==> src/rtl/bsg_acm_output_frame_serializer.sv <==
// Captures one board per handshake and streams it as word-wide beats, with an
// optional header beat carrying the data beat count and a 16-bit frame id.
module bsg_acm_output_frame_serializer #(
  parameter int unsigned board_width_p    = 8,
  parameter int unsigned word_width_p     = 64,
  parameter bit          header_p         = 1'b1,
  parameter logic [15:0] frame_id_reset_p = 16'h0000
) (
  input  logic                                   clk_i,
  input  logic                                   reset_i,
  input  logic [board_width_p*board_width_p-1:0] data_i,
  input  logic                                   v_i,
  output logic                                   yumi_o,
  output logic [word_width_p-1:0]                data_o,
  output logic                                   v_o,
  input  logic                                   yumi_i,
  output logic                                   last_o
);

  localparam int unsigned cells_lp      = board_width_p * board_width_p;
  localparam int unsigned data_words_lp = (cells_lp + word_width_p - 1) / word_width_p;
  localparam int unsigned cnt_w_lp      = (data_words_lp > 1) ? $clog2(data_words_lp) : 1;
  localparam int unsigned pad_w_lp      = data_words_lp * word_width_p;
  localparam logic [cnt_w_lp-1:0] last_cnt_lp = cnt_w_lp'(data_words_lp - 1);

  typedef enum logic [1:0] {StIdle, StHdr, StData} state_e;

  state_e              state_q, state_d;
  logic [cells_lp-1:0] shadow_q, shadow_d;
  logic [cnt_w_lp-1:0] beat_cnt_q, beat_cnt_d;
  logic [15:0]         frame_id_q, frame_id_d;

  logic [pad_w_lp-1:0] shadow_pad;
  logic [31:0]         hdr_word;
  logic                accept;
  logic                is_last;

  // Zero-extend so the final beat can be sliced without going out of range.
  assign shadow_pad = pad_w_lp'(shadow_q);
  assign hdr_word   = {16'(data_words_lp), frame_id_q};

  always_comb begin
    state_d    = state_q;
    shadow_d   = shadow_q;
    beat_cnt_d = beat_cnt_q;
    frame_id_d = frame_id_q;
    v_o        = 1'b0;
    data_o     = '0;
    is_last    = 1'b0;
    accept     = 1'b0;

    unique case (state_q)
      StIdle: accept = v_i;
      StHdr: begin
        v_o    = 1'b1;
        data_o = word_width_p'(hdr_word);
        if (yumi_i) state_d = StData;
      end
      StData: begin
        v_o     = 1'b1;
        data_o  = shadow_pad[beat_cnt_q*word_width_p +: word_width_p];
        is_last = (beat_cnt_q == last_cnt_lp);
        if (yumi_i) begin
          if (!is_last) begin
            beat_cnt_d = beat_cnt_q + 1'b1;
          end else begin
            frame_id_d = frame_id_q + 16'd1;
            beat_cnt_d = '0;
            accept     = v_i;
            state_d    = StIdle;
          end
        end
      end
      default: state_d = StIdle;
    endcase

    // A new board is only taken when idle or as the last beat leaves.
    if (accept) begin
      shadow_d   = data_i;
      beat_cnt_d = '0;
      state_d    = header_p ? StHdr : StData;
    end

    last_o = is_last;
    yumi_o = accept & ~reset_i;
  end

  always_ff @(posedge clk_i or posedge reset_i) begin
    if (reset_i) begin
      state_q    <= StIdle;
      shadow_q   <= '0;
      beat_cnt_q <= '0;
      frame_id_q <= frame_id_reset_p;
    end else begin
      state_q    <= state_d;
      shadow_q   <= shadow_d;
      beat_cnt_q <= beat_cnt_d;
      frame_id_q <= frame_id_d;
    end
  end

  yumi_without_valid_a: assert property (@(posedge clk_i) disable iff (reset_i) yumi_i |-> v_o);

endmodule
==> config.mk <==
export PLATFORM = sky130hd
export DESIGN_NAME = bsg_acm_output_frame_serializer
export DESIGN_NICKNAME = d
export VERILOG_FILES = /design/src/rtl/bsg_acm_output_frame_serializer.sv
export SDC_FILE = /design/constraint.sdc
export NUM_CORES = 1
export LEC_CHECK = 0
export BUFFER_PORTS_ARGS = -buffer_cell sky130_fd_sc_hd__buf_2
export CORE_MARGIN = 10
export CORE_UTILIZATION = 54
export DETAILED_ROUTE_END_ITERATION = 8
export PLACE_DENSITY_LB_ADDON = 0.3
export SYNTH_ARGS = -nofsm -noshare
export SYNTH_HDL_FRONTEND = slang
export SYNTH_SLANG_ARGS = --single-unit
==> constraint.sdc <==
create_clock -name clk_i -period 3.6 [get_ports clk_i]
set_input_delay 0.18 -clock clk_i [delete_from_list [all_inputs] [get_ports clk_i]]
set_output_delay 0.18 -clock clk_i [all_outputs]
set_load 0.01 [all_outputs]
## Word level (Yosys, flattened, before mapping)

Index checks and enable logic that the tools add are counted.

- Add/sub/neg operators: 2
- Shifts and indexed selects: 1
- Bitwise logic cells: 3
- Eq/ne operators: 6
- Reduce and logical (&&, ||, !) cells: 7
- Mux-type cells: 15

Operators with widths:

| kind | number |
|---|---|
| 64-bit case mux with 2 select lines | 1 |
| 64-bit by 8-bit indexed part select with 64-bit output | 1 |
| 16-bit by 1-bit adder with 16-bit output (second input constant) | 1 |
| 3-bit inequality test (second input constant) | 3 |
| 1-bit two-way mux | 8 |
| 2-bit two-way mux | 4 |
| 2-bit case mux with 3 select lines | 1 |
| 4-bit AND reduction | 1 |
| 2-bit nonzero test | 2 |
| 3-bit AND reduction | 1 |
| 2-bit by 1-bit == test with 1-bit output (second input constant) | 1 |
| 2-bit == test (second input constant) | 1 |
| 2-bit zero test | 1 |
| 2-bit inequality test (second input constant) | 1 |
| 1-bit inverter | 2 |
| 1-bit case mux with 2 select lines | 1 |
| 2-bit AND reduction | 1 |
| 2-bit OR reduction | 1 |
| 1-bit adder (second input constant) | 1 |
| 1-bit AND | 1 |

- Input port bits: 68
- Word-level logic and storage cells: 38
- Register bits: 83
- Output and inout bits: 67

## Logic depth before layout (Yosys ltp)

- Word-level depth: 5
- Gate-level depth with buffers: 7
- Gate-level depth less buffers: 6

## Least setup slack after synthesis

Ideal clock, no wire load.

- Kind: reg-to-output
- From: register state_q[0]
- To: output data_o[0]
- Setup slack: 1758 ps
- Required time: 3420 ps
- Path buffers: 2
- Data arrival time: 1662 ps
- Stages on the path, launching flop included: 7
- Cells stage by stage: dfrtp_1 > inv_1 > ha_1 > and2_1 > clkbuf_1 > clkbuf_1 > a22o_1

- Longest elaborated chain between the ends: 2
- Elaborated cells between the ends (all ways): 3
- Those cells by class: 2 x eq/ne; 1 x mux

RTL lines:

| element | line | source |
|---|---|---|
| start: declaration | 28 | `state_e state_q, state_d;` |
| start signal: assignment | 90 | `state_q <= StIdle;` |
| start signal: assignment | 95 | `state_q <= state_d;` |
| 2-bit == test / 2-bit by 1-bit == test with 1-bit output (equally long branches) | 52 | `unique case (state_q)` |
| 64-bit case mux with 2 select lines (*) | 52 |  |
| end: declaration | 14 | `output logic [word_width_p-1:0] data_o,` |

Mark *: on every way between the ends. The rest lies on a longest branch, timed or not.

## Worst setup path after layout

- From: register state_q[0]
- To: output data_o[1]

Same word-level chain as after synthesis.

==> flow_metrics.env <==
export IMPL_dr_first_iter_drc_count=78
export IMPL_io_pins=135
export IMPL_gp_congestion=0.741
export IMPL_ir_drop_mv=0.425
export IMPL_slew_viol_final=0
export IMPL_synth_top_area_frac=0.523
export IMPL_synth_fp_nets=364
export IMPL_cts_setup_buffers=0
export IMPL_cp_required_ps=3420
export IMPL_setup_viol=0
export IMPL_relSlewSlack=0.335
export IMPL_grt_use_met3=0.0798
export IMPL_initial_core_util=0.547
export IMPL_synth_ff_type="dfrtp_1"
export IMPL_fp_coreArea_sq_mm=0.00718
export IMPL_synth_seq_cells=82
export IMPL_synth_cell_types=29
export IMPL_grt_overflow=0
export IMPL_period_minus_slack_ps=2830
export IMPL_clock_latency_ps=340
export IMPL_synthAdderAreaFrac=0.0159
export IMPL_netlist_area_sq_mm=0.00392
export IMPL_start_kind="flip-flop"
export IMPL_hold_ws_ps=32.6
export IMPL_yosys_warnings=0
export IMPL_htreeDepth=3
export IMPL_drt_wirelength_per_cell_microns=18.5
export IMPL_max_freq_ghz=0.353
export IMPL_synth_edf_count=0
export IMPL_diodes=0
export IMPL_antenna_found_initial=0
export IMPL_n_fill_cell=550
export IMPL_synth_top_family_by_area="multiplexers"
export IMPL_grt_max_degree=58
export IMPL_design_die_area_sq_mm=0.0111
export IMPL_multi_input_area_sq_mm=0.00173
export IMPL_row_count=31
export IMPL_synth_cells=291
export IMPL_io_buffer_count=134
export IMPL_async_reset_ff_frac=1.00
export IMPL_ctsHoldBuffers=0
export IMPL_syn_avg_cell_area_sq_um=13.5
export IMPL_crit_type="reg -> out"
export IMPL_die_h_microns=105
export IMPL_status="finished, final reports clean"
export IMPL_finalSetupTns_ps=0
export IMPL_finClkSkew_ps=11.6
export IMPL_grt_pass1_wl_microns=15900
export IMPL_hold_viol=0
export IMPL_slowest_stage="ha_1"
export IMPL_rr_startpoint="state_q[0]"
export IMPL_via_per_inst=5.25
export IMPL_synth_compound_area_frac=0.0450
export IMPL_track_usage=0.174
export IMPL_grt_pass1_vias=3147
export IMPL_hp_class="in -> async"
export IMPL_clock_root_buffer="clkbuf_8"
export IMPL_final_layout_size_suffix_gt1_frac=0.535
export IMPL_drc=0
export IMPL_syn_to_final_growth_pct=24.0
export IMPL_synth_top_area_cell="dfrtp_1"
export IMPL_grt_util_met2=0.296
export IMPL_cts_buffers_inserted=9
export IMPL_power_density_mw_per_mm2=807
export IMPL_worst_pin_slew_ps=996
export IMPL_grtUsageMet1=0.192
export IMPL_slowest_delay_ps=790
export IMPL_dpl_hpwl_microns=7060
export IMPL_cts_sinks=82
export IMPL_synth_common_cells="dfrtp_1 (82), and3_1 (48), mux2_4 (38)"
export IMPL_nets=492
export IMPL_p_leak_nw=2.75
export IMPL_cp_arrival_ps=2650
export IMPL_yosysSeqAreaShare=0.523
export IMPL_path_cells="inv_1 > ha_1 > and2_1 > a22o_1 > buf_2"
export IMPL_register_area_sq_mm=0.00205
export IMPL_rsz0062_at_grt="false"
export IMPL_synthMuxAreaShare=0.226
export IMPL_critPathLaunch="state_q[0]"
export IMPL_wirelength_microns=9680
export IMPL_synth_xor_area_share=0.0335
export IMPL_synthMostInstantiatedCell="dfrtp_1"
export IMPL_drv_cap=0
export IMPL_clk_pin_slew_worst_paths_ps=90
export IMPL_via_count=2748
export IMPL_dr_pass1_iters=4
export IMPL_path_max_fanout=31
export IMPL_cts_tree="done"
export IMPL_synth_simple_gate_area_frac=0.119
export IMPL_post_route_period_util=0.787
export IMPL_antenna_left=0
export IMPL_cp_end_kind="output pin"
export IMPL_ctsResizeCount=0
export IMPL_die_w_microns=105
export IMPL_clockBufferDepth=2
export IMPL_synth_area_leaders="dfrtp_1 (52%), mux2_4 (15%), mux2_2 (8.0%)"
export IMPL_busiest_layer="met2"
==> sequential cells by signal (all words and copies together), names as in the netlist <==
signal and cells:
frame_id_q 16, shadow_pad 64, state_q 2
==> report_power, final <==
group | switching (mW) | internal, mW | total (mW)
clock network | 0.320 | 0.429 | 0.750
registers | 0.234 | 1.33 | 1.56
logic | 0.749 | 0.866 | 1.62
==> area by class of cell <==
type,count,share of cell area
multi-input combinational,182,0.356
clock buffer,12,0.0319
timing repair buffer,139,0.146
clock inverter,4,0.0152
inverter,5,0.00412
tap,99,0.0255
sequential,82,0.422
==> stage by stage <==
step	instance area (sq um)	total power, mW	std cells	setup slack [ps]	utilization
3_3_place_gp	4640	3.13	507	1200	0.646
3_5_place_dp	4640	3.21	507	1120	0.646
5_1_grt	4860	4.19	523	548	0.678
4_1_cts	4860	3.97	523	734	0.678
2_1_floorplan	3920	2.74	291	1310	-
6_report	4860	3.92	523	765	0.678
==> final timing paths <==
| kind | to | slack [ps] | depth (start not counted) |
|---|---|---|---|
| max in group asynchronous | frame_id_q[9] | 2680 | 3 |
| worst max-delay path | data_o[1] | 770 | 5 |
| worst max register to register | frame_id_q[15] | 1530 | 7 |
| worst min register to register | frame_id_q[15] | 490 | 1 |
| worst min-delay path | shadow_pad[48] | 30 | 2 |
| min in group clk_i | shadow_pad[28] | 60 | 2 |
==> kinds of logic after synthesis <==
family	after synthesis
compound gates	21
xor+xnor	15
fa+ha+maj	5
buf+inv	27
flops	82
mux	66
simple gates	75
==> placed cells by master, fill, tap and decap left out, types with 2 or more instances in the layout <==
| cell | count |
|---|---|
| mux2_4 | 38 |
| nand3_1 | 4 |
| clkbuf_8 | 11 |
| nand4_2 | 2 |
| xnor2_1 | 9 |
| bufinv_16 | 2 |
| nand2_1 | 4 |
| nor3_1 | 2 |
| a22o_1 | 16 |
| xor2_1 | 6 |
| ha_1 | 5 |
| buf_2 | 134 |
| and2_1 | 3 |
| and3_1 | 48 |
| inv_1 | 4 |
| dfrtp_1 | 82 |
| buf_4 | 5 |
| and4_1 | 3 |
| mux2_2 | 28 |
| nor2_1 | 4 |
| clkinv_2 | 2 |
| nand4_1 | 2 |
==> worst max-delay path, delay by kind of cell, from the launching register on <==
| kind | cells | cell delay [ps] |
|---|---|---|
| AO/OA/AOI/OAI | 1 | 260 |
| adder cells (fa/ha/maj) | 1 | 790 |
| buffers and inverters | 2 | 210 |
| flip-flops | 1 | 380 |
| AND/OR/NAND/NOR | 1 | 680 |
==> per-layer routing <==
metal,wire [microns],share of wire,up-vias
met1,3740,0.39,1369
met3,913,0.094,11
li1,-,-,1286
met4,113,0.012,0
met2,4910,0.51,82
met5,0,0,-
(Power assumes the default switching activity.)
